`src/rtl/press_event_decoder.sv`:
```
// Turns the debounced level s into press/release/long-press pulses, a wrapping press count and
// a held level. Define DOUBLE_CLICK_EN to add the double-click window and its pulse output.
module press_event_decoder #(
  parameter int unsigned LONG_CYCLES = 4,
  parameter int unsigned CNT_W       = 8,
  parameter int unsigned DBL_CYCLES  = 16
) (
  input  logic             clk,
  input  logic             rst_n,
  input  logic             s,
  output logic             press,
  output logic             release_p,
  output logic             long_press,
  output logic             held,
  output logic [CNT_W-1:0] count,
  output logic             double_click
);

  localparam int unsigned TimerW = $clog2(LONG_CYCLES + 1);
  // Timer value on the edge before the one that completes a long hold
  localparam logic [TimerW-1:0] LongLast = TimerW'(LONG_CYCLES - 1);

  typedef enum logic [1:0] {StIdle, StPressed, StLong} state_e;

  state_e            state_q;
  logic              s_q;
  logic [TimerW-1:0] timer_q;

`ifdef DOUBLE_CLICK_EN
  localparam int unsigned WinW = $clog2(DBL_CYCLES + 1);
  // Release edge counts as window edge 1; zero means the window is closed
  localparam logic [WinW-1:0] DblFirst = WinW'((DBL_CYCLES > 1) ? 1 : 0);
  localparam logic [WinW-1:0] DblLast  = WinW'(DBL_CYCLES - 1);

  logic [WinW-1:0] win_q;
`else
  assign double_click = 1'b0;
`endif

  always_ff @(posedge clk or negedge rst_n) begin
    if (!rst_n) begin
      state_q    <= StIdle;
      s_q        <= 1'b0;
      timer_q    <= '0;
      press      <= 1'b0;
      release_p  <= 1'b0;
      long_press <= 1'b0;
      held       <= 1'b0;
      count      <= '0;
`ifdef DOUBLE_CLICK_EN
      win_q        <= '0;
      double_click <= 1'b0;
`endif
    end else begin
      s_q        <= s;
      press      <= 1'b0;
      release_p  <= 1'b0;
      long_press <= 1'b0;
`ifdef DOUBLE_CLICK_EN
      double_click <= 1'b0;
      if (win_q != '0) begin
        if (s && !s_q) begin
          double_click <= 1'b1;
          win_q        <= '0;
        end else if (win_q >= DblLast) begin
          win_q <= '0;
        end else begin
          win_q <= win_q + 1'b1;
        end
      end
`endif
      unique case (state_q)
        StIdle: begin
          if (s && !s_q) begin
            press   <= 1'b1;
            held    <= 1'b1;
            count   <= count + 1'b1;
            timer_q <= TimerW'(1);
            if (LONG_CYCLES <= 1) begin
              long_press <= 1'b1;
              state_q    <= StLong;
            end else begin
              state_q <= StPressed;
            end
          end
        end
        StPressed: begin
          // A falling edge beats a long threshold landing on the same edge
          if (!s) begin
            release_p <= 1'b1;
            held      <= 1'b0;
            state_q   <= StIdle;
`ifdef DOUBLE_CLICK_EN
            win_q <= DblFirst;
`endif
          end else if (timer_q == LongLast) begin
            long_press <= 1'b1;
            timer_q    <= timer_q + 1'b1;
            state_q    <= StLong;
          end else begin
            timer_q <= timer_q + 1'b1;
          end
        end
        StLong: begin
          if (!s) begin
            release_p <= 1'b1;
            held      <= 1'b0;
            state_q   <= StIdle;
          end
        end
        default: begin
          held    <= 1'b0;
          state_q <= StIdle;
        end
      endcase
    end
  end

endmodule

```
`config.mk`:
```
export PLATFORM = sky130hd
export DESIGN_NAME = press_event_decoder
export DESIGN_NICKNAME = d
export VERILOG_FILES = /design/src/rtl/press_event_decoder.sv
export SDC_FILE = /design/constraint.sdc
export NUM_CORES = 1
export LEC_CHECK = 0
export ABC_CLOCK_PERIOD_IN_PS = 2510
export CAP_MARGIN = 40
export CORE_MARGIN = 1
export CORE_UTILIZATION = 53
export DETAILED_ROUTE_END_ITERATION = 16
export PLACE_DENSITY = 0.79
export SYNTH_ARGS = -nofsm -noshare
export SYNTH_HDL_FRONTEND = slang
export SYNTH_SLANG_ARGS = --single-unit
```
`constraint.sdc`:
```
create_clock -name clk -period 2.51 [get_ports clk]
set_input_delay 0.251 -clock clk [delete_from_list [all_inputs] [get_ports clk]]
set_output_delay 0.251 -clock clk [all_outputs]
set_load 0.05 [all_outputs]
```
==> results.sh, run 1 <==
export IMPL_status="finished clean"
export IMPL_power_frac_comb_pct=48.5
export IMPL_internal_power_mw=0.689
export IMPL_grt_pass1_wl_mm=2.38
export IMPL_first_iter_violations=9
export IMPL_cts_inserted_buffers=3
export IMPL_cp_required_ns=2.26
export IMPL_synth_top_family_by_area="simple AND/OR/NAND/NOR gates"
export IMPL_muxShareOfSynthArea_pct=1.17
export IMPL_clock_latency_ns=0.29
export IMPL_yosysWarnings=0
export IMPL_hold_viol=0
export IMPL_postCtsHoldBufs=0
export IMPL_synth_compound_area_share_pct=7.64
export IMPL_initial_core_util_pct=56.6
export IMPL_nets=101
export IMPL_routed_wl_mm=1.38
export IMPL_grt_pass1_vias=539
export IMPL_drive_above_1_share_pct=7.69
export IMPL_syn_to_final_growth_pct=21.6
export IMPL_critPathBufInv=1
export IMPL_io_buffers=14
export IMPL_hpwlAfterDp_mm=1.03
export IMPL_cts_sinks=18
export IMPL_rsz0062_at_grt="false"
export IMPL_switching_power_mw=0.540
export IMPL_drc=0
export IMPL_dr_pass1_iters=4
export IMPL_die_width_um=42.1
export IMPL_cp_max_fo=6
export IMPL_seq_area_frac_synth_pct=52.9
export IMPL_core_area_sq_um=1510
export IMPL_synth_distinct_cells=26
export IMPL_worst_ir_drop_vdd_uv=791
export IMPL_max_cap_violations=0
export IMPL_ant_nets=0
export IMPL_avgRoutedWirePerCell_um=12.9
export IMPL_clockPowerShare_pct=13.9
export IMPL_gp_routability_congestion=0.761
export IMPL_rows=14
export IMPL_min_period_ns=1.83
export IMPL_utilization_pct=68.8
export IMPL_syn_nets=84
export IMPL_gr_total_overflow=0
export IMPL_synth_cells=75
export IMPL_ys_ff_latch=18
export IMPL_pwr_share_seq_pct=37.6
export IMPL_fin_total_pwr_mw=1.23
export IMPL_cp_data_arrival_time_ns=1.58
export IMPL_cpMaxStageDelayCell="clkdlybuf4s50_1"
export IMPL_io_pins=16
export IMPL_crit_chain="clkdlybuf4s50_1"
export IMPL_crit_family="buffers and inverters"
export IMPL_routed_via_density=5.46
export IMPL_finalWorstSetupSlack_ns=0.675
export IMPL_cts_clk_slew_worst_paths_ns=0.10
export IMPL_hold_path_class="input pin to async pin"
export IMPL_track_usage_pct=18.1
export IMPL_start_kind="register"
export IMPL_worstSetupEndpointType="output pin"
export IMPL_relSlewSlack_pct=48.9
export IMPL_post_place_ws_ns=0.882
export IMPL_setup_viol=0
export IMPL_fmax_mhz=545
export IMPL_grt_max_degree=19
export IMPL_cts_resized=0
export IMPL_cts_setup_buffers=0
export IMPL_synthXorXnorAreaFrac_pct=7.20
export IMPL_cts_buffer_depth=2
export IMPL_fin_tns_setup_ns=0
export IMPL_p_per_area_nw_per_um2=1190
export IMPL_htreeDepth=1
export IMPL_die_y_um=42.1
export IMPL_avgSynthCellArea_sq_um=11.4
export IMPL_cts_tree="done"
export IMPL_dieArea_sq_um=1770
export IMPL_n_antenna_cell=0
export IMPL_drv_slew=0
export IMPL_post_route_period_util_pct=73.1
export IMPL_fin_worst_skew_ns=0.00606
export IMPL_synth_adder_area_share_pct=8.81
export IMPL_antenna_found_initial=0
export IMPL_p_leak_nw=0.499
export IMPL_cts_root_buf="clkbuf_4"
export IMPL_synthSimpleGateAreaFrac_pct=17.8
export IMPL_path_class="register to output pin"
export IMPL_swShare_pct=43.9
export IMPL_slowest_delay_ns=0.85
export IMPL_tightestPinTransition_ns=0.765
export IMPL_num_vias=584
export IMPL_syn_area_sq_um=852
## metal layers
metal,GRT usage [%],part of all wire [%],vias to the layer above
met4,5.63,1.3,0
li1,-,-,291
met5,0,0,-
met1,24.6,51,282
met3,6.47,4.1,2
met2,27.5,44,9
## synthesized netlist by cell type
master,number,area [sq um]
mux2i_1,1,10.0
nor3_2,1,10.0
inv_2,1,3.75
buf_4,1,7.51
a22o_1,2,17.5
conb_1,1,3.75
nor2_1,1,3.75
nand2_1,8,30.0
nand4b_1,1,8.76
nand3b_4,1,20.0
nor3b_1,1,7.51
buf_2,1,5.00
and3_1,3,18.8
inv_1,5,18.8
nor2b_1,2,12.5
nand4_1,3,18.8
nor3_1,1,5.00
dfrtp_1,18,450
or3_1,1,6.26
nand3_1,2,10.0
o21ai_0,1,5.00
xor2_1,3,26.3
o211ai_1,5,37.5
xnor2_1,4,35.0
ha_1,6,75.1
a21oi_1,1,5.00
## worst paths after layout
| path | from | to | slack (ns) | cells after the start |
|---|---|---|---|---|
| worst max register to register | state_q[0] | timer_q[1] | 0.94 | 5 |
| worst min register to register | count[7] | count[7] | 0.47 | 1 |
| min in group clk | count[7] | count[7] | 0.47 | 1 |
| worst min-delay path | rst_n | timer_q[2] | 0.40 | 1 |
| worst max-delay path | count[3] | count[3] | 0.68 | 1 |
| max in group asynchronous | rst_n | press | 1.63 | 1 |
## registers in the layout, indices dropped and copies added (netlist names)
register and cells:
s_q 1, press 1, count 8, state_q 2, held 1, release_p 1
long_press 1, timer_q 3
## cell families after synthesis
logic type / after synthesis
xor+xnor: 7
mux: 1
compound gates: 9
buf+inv: 8
simple gates: 25
fa+ha+maj: 6
flops: 18
other cells: 1
## power by group through the flow
| stage | clock network [mW] | registers (mW) | logic (mW) |
|---|---|---|---|
| after global routing | 0.185 | 0.473 | 0.649 |
| after floorplan | 0 | 0.645 | 0.243 |
| after detailed placement | 0 | 0.467 | 0.598 |
| after global placement | 0 | 0.464 | 0.585 |
| final | 0.171 | 0.462 | 0.596 |
| after CTS | 0.178 | 0.462 | 0.599 |
## layout make-up
class / count / area [sq um]
Timing Repair Buffer: 14 / 140
Inverter: 6 / 22.5
Multi-Input combinational cell: 49 / 367
Sequential cell: 18 / 450
Fill cell: 122 / 470
Tap cell: 16 / 20.0
Clock buffer: 4 / 36.3
## stage by stage
step | hold WS [ns] | cell area [sq um] | std cells
final | 0.401 | 1040 | 107
after global routing | 0.485 | 1040 | 107
after CTS | 0.432 | 1040 | 107
after detailed placement | 0.460 | 1000 | 103
after global placement | 0.456 | 1000 | 103
after floorplan | -0.0446 | 852 | 75
## placed cells by master (no fill, tap or decap), drive strengths merged
master         synthesis  layout
nand4                  3       3
or3                    1       1
clkdlybuf4s50          0      14
inv                    6       6
nor3b                  1       1
nand3b                 1       1
ha                     6       6
nand3                  2       2
nor2                   1       1
nand4b                 1       1
and3                   3       3
xor2                   3       3
a22o                   2       2
o21ai                  1       1
a21oi                  1       1
o211ai                 5       5
nor2b                  2       2
nor3                   2       2
mux2i                  1       1
dfrtp                 18      18
clkbuf                 0       4
nand2                  8       8
conb                   1       1
xnor2                  4       4
(Power assumes the default switching activity.)
==> run 2, diff against run 1 <==
==> config.mk (replaced) <==
export PLATFORM = sky130hd
export DESIGN_NAME = press_event_decoder
export DESIGN_NICKNAME = d
export VERILOG_FILES = /design/src/rtl/press_event_decoder.sv
export SDC_FILE = /design/constraint.sdc
export NUM_CORES = 1
export LEC_CHECK = 0
export ABC_CLOCK_PERIOD_IN_PS = 1600
export CAP_MARGIN = 40
export CORE_MARGIN = 1
export CORE_UTILIZATION = 44
export DETAILED_ROUTE_END_ITERATION = 16
export PLACE_DENSITY = 0.7
export SYNTH_ARGS = -nofsm -noshare
export SYNTH_HDL_FRONTEND = slang
export SYNTH_SLANG_ARGS = --single-unit
==> constraint.sdc (replaced) <==
create_clock -name clk -period 1.6 [get_ports clk]
set_input_delay 0.16 -clock clk [delete_from_list [all_inputs] [get_ports clk]]
set_output_delay 0.16 -clock clk [all_outputs]
set_load 0.05 [all_outputs]
==> run 2 against run 1 <==
- clock skew down 0.0026 ns
- final cell count up 10%
- critical path depth up 4
- flip-flop and latch count unchanged
- combinational power up 56%
- non-clock buffer count up 2
- sequential share of layout area up 0.053 points
- count of clock-buffer cells in the layout unchanged
- largest cell class unchanged
==> results.sh, run 2 (same netlist as run 1, synthesis figures left out) <==
export IMPL_status="finished clean"
export IMPL_clock_latency_ns=0.29
export IMPL_cpMaxStageDelayCell="dfrtp_1"
export IMPL_num_vias=572
export IMPL_drive_above_1_share_pct=23.7
export IMPL_cts_setup_buffers=0
export IMPL_routed_via_density=4.85
export IMPL_start_kind="register"
export IMPL_routed_wl_mm=1.34
export IMPL_cp_max_fo=5
export IMPL_largest_reg_flops=8
export IMPL_grt_max_degree=19
export IMPL_cts_buffer_depth=2
export IMPL_dieArea_sq_um=2120
export IMPL_cts_tree="done"
export IMPL_post_route_period_util_pct=89.7
export IMPL_slowest_delay_ns=0.43
export IMPL_rsz0062_at_grt="false"
export IMPL_io_pins=16
export IMPL_postCtsHoldBufs=0
export IMPL_cts_root_buf="clkbuf_4"
export IMPL_antenna_found_initial=0
export IMPL_cp_data_arrival_time_ns=1.62
export IMPL_first_iter_violations=8
export IMPL_min_period_ns=1.43
export IMPL_dpl_cell_area_sq_um=996
export IMPL_fin_tns_setup_ns=0
export IMPL_syn_to_final_growth_pct=21.4
export IMPL_reg_top3="count x8, timer_q x3, state_q x2"
export IMPL_seqCellArea_sq_um=450
export IMPL_htreeDepth=1
export IMPL_num_fill_cells=170
export IMPL_drv_slew=0
export IMPL_ant_nets=0
export IMPL_gp_routability_congestion=0.761
export IMPL_nets=103
export IMPL_p_per_area_nw_per_um2=1870
export IMPL_grt_pass1_vias=495
export IMPL_crit_chain="inv_1, ha_2, nand2_1, and3_1, a22o_1"
export IMPL_fin_worst_skew_ns=0.00341
export IMPL_hold_viol=0
export IMPL_grt_pass1_wl_mm=2.15
export IMPL_rows=15
export IMPL_hpwlAfterDp_mm=1.01
export IMPL_max_cap_violations=0
export IMPL_met2_usage_pct=20.8
export IMPL_gr_max_usage_layer="met2"
export IMPL_n_antenna_cell=0
export IMPL_io_buffers=14
export IMPL_final_cell_mix="18 x dfrtp_1, 14 x buf_4, 8 x nand2_1"
export IMPL_fmax_mhz=697
export IMPL_cts_inserted_buffers=3
export IMPL_die_y_um=46.0
export IMPL_setup_viol=0
export IMPL_initial_core_util_pct=48.3
export IMPL_cts_clk_slew_worst_paths_ns=0.10
export IMPL_hold_path_class="input pin to async pin"
export IMPL_largest_register="count"
export IMPL_worst_ir_drop_vdd_uv=1370
export IMPL_fin_total_pwr_mw=1.93
export IMPL_design_area_sq_um=1030
export IMPL_worstSetupEndpointType="register"
export IMPL_met3_usage_pct=3.57
export IMPL_grt_util_met1_pct=20.5
export IMPL_p_leak_nw=0.527
export IMPL_core_area_sq_um=1760
export IMPL_path_class="register to register"
export IMPL_post_place_ws_ns=0.0877
export IMPL_finalWorstSetupSlack_ns=0.165
export IMPL_avgRoutedWirePerCell_um=11.3
export IMPL_utilization_pct=58.7
export IMPL_gr_total_overflow=0
export IMPL_drc=0
export IMPL_cp_required_ns=1.79
export IMPL_multi_input_area_sq_um=369
export IMPL_cts_sinks=18
export IMPL_final_common_cell="dfrtp_1"
export IMPL_dr_pass1_iters=4
export IMPL_die_width_um=46.0
export IMPL_track_usage_pct=14.9
## run 2: cell types whose count changed in the layout (fill, tap and decap cells not counted)
cell             delta
buf_4              +14
clkdlybuf4s50_1    -12
ha_1                -1
ha_2                +1
## run 2: area by class of cell
type | instances | area share, %
clock buffers | 4 | 3.51
inverters | 6 | 2.18
multi-input cells | 49 | 35.7
flip-flops and latches | 18 | 43.5
well taps | 25 | 3.02
repair buffers | 16 | 12.1
## run 2: power by group
group	switching [mW]	leakage, nW	total [mW]	internal, mW
logic	0.587	0.273	0.931	0.344
clock network	0.139	0.0210	0.277	0.139
registers	0.132	0.233	0.726	0.594
total	0.858	0.527	1.93	1.08
## run 2: repair_timing
item,in CTS,in global routing
endpoints found under the hold margin,0,0
gates resized for setup,0,1
setup endpoints to repair,0,2
## run 2: path summary, 6_finish.rpt
check,start,to,slack [ns],cells past startpoint
min reg2reg,count[7],count[7],0.48,1
max reg2reg,state_q[0],timer_q[2],0.17,5
min,rst_n,count[4],0.18,2
max,state_q[0],timer_q[2],0.17,5
max in group asynchronous,rst_n,s_q,1.24,2
min in group clk,count[7],count[7],0.48,1
## run 2: layer usage
layer / up-vias / share of wire, %
li1: 294 / -
met1: 262 / 52
met2: 12 / 42
met3: 4 / 3.8
met4: 0 / 1.6
met5: - / 0
## run 2: stage by stage
stage / std cells / hold WS [ns]
finish: 118 / 0.176
global route: 118 / 0.195
CTS: 118 / 0.176
detailed placement: 114 / 0.463
global placement: 114 / 0.457
floorplan: 75 / -0.136
## run 2: critical path, delay by kind of cell, from the launching register on
kind	cells	cell delay, ns
fa+ha+maj	1	0.25
compound gates	1	0.23
flops	1	0.43
simple gates	2	0.33
buf+inv	1	0.09
